`config.mk`:
```
export PLATFORM = sky130hd
export DESIGN_NAME = axis_read_ctrl
export DESIGN_NICKNAME = d
export VERILOG_FILES = /design/src/rtl/axis_read_ctrl_pkg.sv /design/src/rtl/axis_read_burst_calc.sv /design/src/rtl/axis_read_ctrl.sv
export SDC_FILE = /design/constraint.sdc
export NUM_CORES = 1
export LEC_CHECK = 0
export CAP_MARGIN = 30
export CORE_MARGIN = 10
export CORE_UTILIZATION = 30
export CTS_CLUSTER_SIZE = 8
export DETAILED_ROUTE_END_ITERATION = 6
export PLACE_DENSITY = 0.62
export SLEW_MARGIN = 5
export SYNTH_ARGS = -nofsm -noshare
export SYNTH_HDL_FRONTEND = slang
export SYNTH_SLANG_ARGS = --single-unit
```
`constraint.sdc`:
```
create_clock -name clk -period 2.95 [get_ports clk]
set_clock_uncertainty 0.15 [all_clocks]
set_input_delay 0.4425 -clock clk [delete_from_list [all_inputs] [get_ports clk]]
set_output_delay 0.4425 -clock clk [all_outputs]
set_load 0.005 [all_outputs]
```
`src/rtl/axis_read_ctrl_pkg.sv`:
```
// Shared definitions for the AXI read-address controller: FSM encoding,
// default beat size and the 4 KB burst boundary.
package axis_read_ctrl_pkg;

    typedef enum logic [1:0] {
        IDLE     = 2'd0,
        DATA_CFG = 2'd1,
        CALC     = 2'd2,
        ADDR     = 2'd3
    } state_t;

    // Bytes carried by one AXI data beat at the default 256-bit data width.
    localparam int BYTES_PER_BEAT = 32;

    // AXI bursts must not cross a 4 KB page.
    localparam int BOUNDARY_BYTES = 4096;
    localparam int BOUNDARY_SHIFT = 12;

endpackage

```
`src/rtl/axis_read_burst_calc.sv`:
```
// Burst sizing: min(remaining beats, BURST_MAX) and, when
// AXIS_READ_CTRL_BOUNDARY_EN is defined, also the beats left before the next
// 4 KB page. Purely combinational; the caller registers the result.
module axis_read_burst_calc
    import axis_read_ctrl_pkg::*;
#(
    parameter int CONFIG_DWIDTH  = 32,
    parameter int AXI_ADDR_WIDTH = 32,
    parameter int AXI_LEN_WIDTH  = 8,
    parameter int BURST_MAX      = 16,
    parameter int BEAT_BYTES     = BYTES_PER_BEAT
)
(
    input  logic [CONFIG_DWIDTH-1:0]  remaining,
    input  logic [AXI_ADDR_WIDTH-1:0] addr,
    output logic [AXI_LEN_WIDTH:0]    burst_beats
);

    // Work width wide enough for the remaining count, BURST_MAX and the page room.
    localparam int CW         = (CONFIG_DWIDTH > 16) ? CONFIG_DWIDTH : 16;
    localparam int BEAT_SHIFT = $clog2(BEAT_BYTES);

    logic [CW-1:0] rem_w;
    logic [CW-1:0] max_w;
    logic [CW-1:0] lim;
    logic          unused_bits;

`ifdef AXIS_READ_CTRL_BOUNDARY_EN
    logic [BOUNDARY_SHIFT:0] room_bytes;
    logic [CW-1:0]           room_beats;
`endif

    // Smallest of the limits; addr is beat aligned so the page room divides exactly.
    always_comb begin
        rem_w = CW'(remaining);
        max_w = CW'(BURST_MAX);
        lim   = (rem_w < max_w) ? rem_w : max_w;
`ifdef AXIS_READ_CTRL_BOUNDARY_EN
        room_bytes = (BOUNDARY_SHIFT + 1)'(BOUNDARY_BYTES) - {1'b0, addr[BOUNDARY_SHIFT-1:0]};
        room_beats = CW'(room_bytes >> BEAT_SHIFT);
        if (room_beats < lim) begin
            lim = room_beats;
        end
`endif
        burst_beats = lim[AXI_LEN_WIDTH:0];
    end

    assign unused_bits = ^{1'b0, lim[CW-1:AXI_LEN_WIDTH+1], addr};

endmodule

```
`src/rtl/axis_read_ctrl.sv`:
```
// AXI read-address controller: accepts a job (start address, length in narrow
// words), hands the length to the read-data unit, then issues AR bursts until
// all beats are requested. All outputs are registered.
// Optional macro AXIS_READ_CTRL_BOUNDARY_EN splits bursts at 4 KB pages.
module axis_read_ctrl
    import axis_read_ctrl_pkg::*;
#(
    parameter int CONFIG_AWIDTH  = 32,
    parameter int CONFIG_DWIDTH  = 32,
    parameter int WIDTH_RATIO    = 8,
    parameter int AXI_ADDR_WIDTH = 32,
    parameter int AXI_DATA_WIDTH = BYTES_PER_BEAT * 8,
    parameter int AXI_LEN_WIDTH  = 8,
    parameter int BURST_MAX      = 16
)
(
    input  logic                      clk,
    input  logic                      rst,
    input  logic [CONFIG_AWIDTH-1:0]  cfg_address,
    input  logic [CONFIG_DWIDTH-1:0]  cfg_length,
    input  logic                      cfg_valid,
    output logic                      cfg_ready,
    output logic [AXI_ADDR_WIDTH-1:0] axi_araddr,
    output logic [AXI_LEN_WIDTH-1:0]  axi_arlen,
    output logic                      axi_arvalid,
    input  logic                      axi_arready,
    output logic [CONFIG_DWIDTH-1:0]  data_cfg_length,
    output logic                      data_cfg_valid,
    input  logic                      data_cfg_ready,
    output logic                      busy
);

    localparam int BEAT_BYTES  = AXI_DATA_WIDTH / 8;
    localparam int BEAT_SHIFT  = $clog2(BEAT_BYTES);
    localparam int RATIO_SHIFT = $clog2(WIDTH_RATIO);
    localparam int BW          = AXI_LEN_WIDTH + 1;

    state_t state_reg;
    state_t state_next;

    logic                      cfg_ready_reg;
    logic                      busy_reg;
    logic                      data_cfg_valid_reg;
    logic [CONFIG_DWIDTH-1:0]  data_cfg_length_reg;
    logic                      axi_arvalid_reg;
    logic [AXI_ADDR_WIDTH-1:0] axi_araddr_reg;
    logic [AXI_LEN_WIDTH-1:0]  axi_arlen_reg;

    logic [AXI_ADDR_WIDTH-1:0] addr_reg;
    logic [CONFIG_DWIDTH-1:0]  remaining_reg;
    logic [BW-1:0]             burst_reg;
    logic [BW-1:0]             burst_calc;

    logic                      cfg_fire;
    logic                      dc_fire;
    logic                      ar_fire;
    logic [CONFIG_DWIDTH:0]    beats_sum;
    logic [CONFIG_DWIDTH:0]    beats_full;
    logic [CONFIG_DWIDTH-1:0]  job_beats;
    logic [AXI_ADDR_WIDTH-1:0] cfg_addr_aligned;
    logic                      unused_bits;

    // cfg_ready is only high in IDLE, so a cfg handshake implies IDLE.
    assign cfg_fire = cfg_valid & cfg_ready_reg;
    assign dc_fire  = data_cfg_valid_reg & data_cfg_ready;
    assign ar_fire  = axi_arvalid_reg & axi_arready;

    // Beats = ceil(length / WIDTH_RATIO), one extra bit so the round-up cannot overflow.
    assign beats_sum        = {1'b0, cfg_length} + (CONFIG_DWIDTH + 1)'(WIDTH_RATIO - 1);
    assign beats_full       = beats_sum >> RATIO_SHIFT;
    assign job_beats        = beats_full[CONFIG_DWIDTH-1:0];
    assign cfg_addr_aligned = AXI_ADDR_WIDTH'(cfg_address) & ~AXI_ADDR_WIDTH'(BEAT_BYTES - 1);
    assign unused_bits      = beats_full[CONFIG_DWIDTH];

    axis_read_burst_calc #(
        .CONFIG_DWIDTH  (CONFIG_DWIDTH),
        .AXI_ADDR_WIDTH (AXI_ADDR_WIDTH),
        .AXI_LEN_WIDTH  (AXI_LEN_WIDTH),
        .BURST_MAX      (BURST_MAX),
        .BEAT_BYTES     (BEAT_BYTES)
    ) u_burst_calc (
        .remaining   (remaining_reg),
        .addr        (addr_reg),
        .burst_beats (burst_calc)
    );

    // FSM state register.
    always_ff @(posedge clk) begin
        if (rst) begin
            state_reg <= IDLE;
        end else begin
            state_reg <= state_next;
        end
    end

    // Next-state logic; a zero-length job is accepted but never leaves IDLE.
    always_comb begin
        state_next = state_reg;
        case (state_reg)
            IDLE: begin
                if (cfg_fire && (cfg_length != '0)) begin
                    state_next = DATA_CFG;
                end
            end
            DATA_CFG: begin
                if (dc_fire) begin
                    state_next = CALC;
                end
            end
            CALC: begin
                state_next = ADDR;
            end
            ADDR: begin
                if (ar_fire) begin
                    state_next = (remaining_reg == CONFIG_DWIDTH'(burst_reg)) ? IDLE : CALC;
                end
            end
            default: begin
                state_next = IDLE;
            end
        endcase
    end

    // Job datapath and registered outputs, derived from the upcoming state.
    always_ff @(posedge clk) begin
        if (rst) begin
            cfg_ready_reg       <= 1'b0;
            busy_reg            <= 1'b0;
            data_cfg_valid_reg  <= 1'b0;
            data_cfg_length_reg <= '0;
            axi_arvalid_reg     <= 1'b0;
            axi_araddr_reg      <= '0;
            axi_arlen_reg       <= '0;
            addr_reg            <= '0;
            remaining_reg       <= '0;
            burst_reg           <= '0;
        end else begin
            cfg_ready_reg      <= (state_next == IDLE);
            busy_reg           <= (state_next != IDLE);
            data_cfg_valid_reg <= (state_next == DATA_CFG);
            axi_arvalid_reg    <= (state_next == ADDR);
            if (cfg_fire) begin
                addr_reg            <= cfg_addr_aligned;
                remaining_reg       <= job_beats;
                data_cfg_length_reg <= cfg_length;
            end
            if (state_reg == CALC) begin
                burst_reg      <= burst_calc;
                axi_araddr_reg <= addr_reg;
                axi_arlen_reg  <= AXI_LEN_WIDTH'(burst_calc - 1'b1);
            end
            if (ar_fire) begin
                addr_reg      <= addr_reg + (AXI_ADDR_WIDTH'(burst_reg) << BEAT_SHIFT);
                remaining_reg <= remaining_reg - CONFIG_DWIDTH'(burst_reg);
            end
        end
    end

    assign cfg_ready       = cfg_ready_reg;
    assign busy            = busy_reg;
    assign data_cfg_valid  = data_cfg_valid_reg;
    assign data_cfg_length = data_cfg_length_reg;
    assign axi_arvalid     = axi_arvalid_reg;
    assign axi_araddr      = axi_araddr_reg;
    assign axi_arlen       = axi_arlen_reg;

endmodule

```
==> flow_metrics.env <==
export IMPL_cts_inserted_buffers=17
export IMPL_initial_core_util=0.3072
export IMPL_ioPinCount=145
export IMPL_setup_violations=0
export IMPL_min_period_ns=2.703
export IMPL_ant_nets=0
export IMPL_synth_top_family_by_area="simple AND/OR/NAND/NOR gates"
export IMPL_area_growth_pct=33.03
export IMPL_yosysMostFrequentCell="nand2_1"
export IMPL_ys_seq_area_frac=0.3745
export IMPL_drcViolationCount=0
export IMPL_path_clk_slew_ns=0.06
export IMPL_antenna_found_initial=0
export IMPL_final_period_utilization=0.9162
export IMPL_r2r_end="remaining_reg[30]"
export IMPL_grt_overflow=0
export IMPL_crit_path_start_kind="register"
export IMPL_hold_depth=2
export IMPL_placedCellCount=1422
export IMPL_portBuffers=134
export IMPL_grt_max_degree=48
export IMPL_synthCells=977
export IMPL_first_pass_iters=5
export IMPL_synth_compound_area_share=0.2166
export IMPL_fin_cells=1456
export IMPL_cts_root_buf="clkbuf_16"
export IMPL_final_nets=1208
export IMPL_cellPowerDensity_mw_per_mm2=510.3
export IMPL_grt_usage=0.1508
export IMPL_path_common_cell="inv_1"
export IMPL_critical_path_class="register to register"
export IMPL_hold_path_class="register to register"
export IMPL_synth_adder_area_share=0.03685
export IMPL_pwr_share_seq=0.405
export IMPL_ir_drop_mv=0.4073
export IMPL_cts_hold_buf=0
export IMPL_muxShareOfSynthArea=0.01428
export IMPL_power_frac_comb=0.172
export IMPL_vias_per_cell=5.122
export IMPL_reg2regPathDepth=11
export IMPL_r2r_setup_slack_ns=0.25
export IMPL_path_max_fanout=10
export IMPL_worst_pin_slew_ns=0.7824
export IMPL_status="finished clean"
export IMPL_hpwl_um=17810
export IMPL_setup_tns_ns=0
export IMPL_finalMaxSlewViolations=0
export IMPL_regToRegStartpoint="remaining_reg[0]"
export IMPL_routedWlPerCell_um=16.48
export IMPL_drive_gt1_frac=0.09991
export IMPL_yosysUniqueCellTypes=71
export IMPL_synthXorXnorAreaFrac=0.04299
export IMPL_swShare=0.2868
export IMPL_timing_fmax_ghz=0.3700
export IMPL_syn_avg_cell_area_um2=7.715
export IMPL_async_flop_share=0
export IMPL_end_kind="register"
export IMPL_fp_row_count=57
export IMPL_grt_pass1_vias=7293
export IMPL_vias=7458
export IMPL_synth_seq_cells=141
export IMPL_initialDrtViolationCount=437
export IMPL_synth_area_leader_cell="dfxtp_1"
export IMPL_clock_sinks=141
export IMPL_die_y_um=178.5
export IMPL_rsz0062_at_grt="no"
export IMPL_power_frac_clock=0.423
export IMPL_hold_viol=0
export IMPL_path_cells="inv_1, ha_1, inv_1, fa_1, a211oi_1, nor2_1, o211ai_1, buf_6, nand3_1, or4_1, a21oi_1"
export IMPL_intPower_uw=3649
export IMPL_ys_warn_count=0
export IMPL_synth_ff_type="dfxtp_1"
export IMPL_power_leakage_uw=0.003554
export IMPL_wirelength_um=23990
export IMPL_hp_start="axi_araddr[14]"
export IMPL_worst_path_max_delay_cell="fa_1"
export IMPL_core_mm2=0.02453
export IMPL_grt_pass1_wl_um=38730
export IMPL_htreeDepth=4
export IMPL_die_w_um=178.5
export IMPL_synth_top_cells_by_area="dfxtp_1 (37%), nand2_1 (10%), a21oi_1 (6.3%), nor2_1 (3.7%), ha_1 (3.2%)"
export IMPL_clk_path_buf_depth=2
export IMPL_worstSkewPairLatency_ns=0.43
export IMPL_cap_viol_max_count=0
export IMPL_synth_top_area_share=0.3745
export IMPL_synth_simple_area_share=0.2641
export IMPL_synth_area_mm2=0.007537
export IMPL_cts_tree="done"
export IMPL_synth_commonest_cells="nand2_1 (203), dfxtp_1 (141), a21oi_1 (95)"
export IMPL_p_sw_uw=1467
export IMPL_critPathMaxStageDelay_ns=0.42
export IMPL_synth_edf_count=0
export IMPL_crit_required_ns=3.17
export IMPL_worstHoldEndpoint="axi_araddr[14]"
export IMPL_crit_arrival_ns=2.92
export IMPL_finalWeightedCongestion=0.8826
export IMPL_die_area_mm2=0.03186
export IMPL_relSlewSlack=0.4765
-- worst max-delay path by stage --
stage,start,end,slack (ns),cells after the start
after floorplan,remaining_reg[0],remaining_reg[22],0.32,11
after global placement,cfg_length[7],axi_arvalid,0.16,8
after detailed placement,remaining_reg[0],remaining_reg[30],0.15,11
after CTS,remaining_reg[0],remaining_reg[30],0.15,11
after global routing,remaining_reg[0],remaining_reg[30],0.004,11
final,remaining_reg[0],remaining_reg[30],0.25,11
-- cell usage in the layout (no fill, tap or decap), types with 22 or more instances in the layout --
cell and count:
clkdlybuf4s50_1 133, a21oi_1 94, nand3_1 23, nor3_1 30, o21ai_0 30, dfxtp_1 141, buf_4 53, nand2_1 202
nor2_1 74, inv_1 22
-- area by class of cell --
| class | count | area, um^2 |
|---|---|---|
| fillers | 2508 | 14510 |
| multi-input cells | 748 | 4364 |
| flip-flops and latches | 141 | 2823 |
| repair buffers | 188 | 1760 |
| clock buffers | 18 | 429.2 |
| well taps | 324 | 405.4 |
| clock inverters | 14 | 160.2 |
| inverters | 22 | 82.58 |
| diodes | 1 | 2.502 |
-- power groups by stage --
stage | sequential [uW] | combinational [uW] | clock [uW]
after global placement | 2110 | 864 | 0
after floorplan | 2090 | 513 | 0
final | 2070 | 881 | 2160
after detailed placement | 2110 | 872 | 0
after CTS | 2070 | 877 | 2210
after global routing | 2090 | 980 | 2290
-- critical path: cells and delay by family, from the launching register on --
family,cells,cell delay (ns)
and+or+nand+nor,3,0.63
adders and majority gates,2,0.58
buffers and inverters,3,0.30
AOI/OAI and AO/OA,3,0.59
DFF,1,0.38
-- logic make-up (layout without fill, tap and decap cells) --
family          Yosys count  after routing
other cells               1              6
compound gates          250            250
flops                   141            141
buf+inv                  92            242
fa+ha+maj                21             21
simple gates            425            425
mux                      10             10
xor+xnor                 37             37
-- routing by layer --
metal,track usage,share of wire
met2,0.2329,0.44
met3,0.05032,0.082
met1,0.1948,0.47
met4,0.04547,0.014
met5,0,0
-- stage by stage --
stage	power (uW)	hold WS, ns	setup slack [ns]	util	instance area [um^2]
after floorplan	2606	0.2899	0.3152	-	7552
after global placement	2974	0.2920	0.1616	0.3840	9420
after detailed placement	2985	0.2953	0.1484	0.3840	9420
after CTS	5161	0.3046	0.1484	0.4080	10010
after global routing	5353	0.3219	0.004153	0.4086	10020
final	5116	0.3019	0.2471	0.4087	10030
-- repair_timing --
item                       in CTS  in global routing
setup buffers                   0                  1
setup endpoints to repair       0                  3
gates resized for setup         0                  2
(Power assumes the default switching activity.)
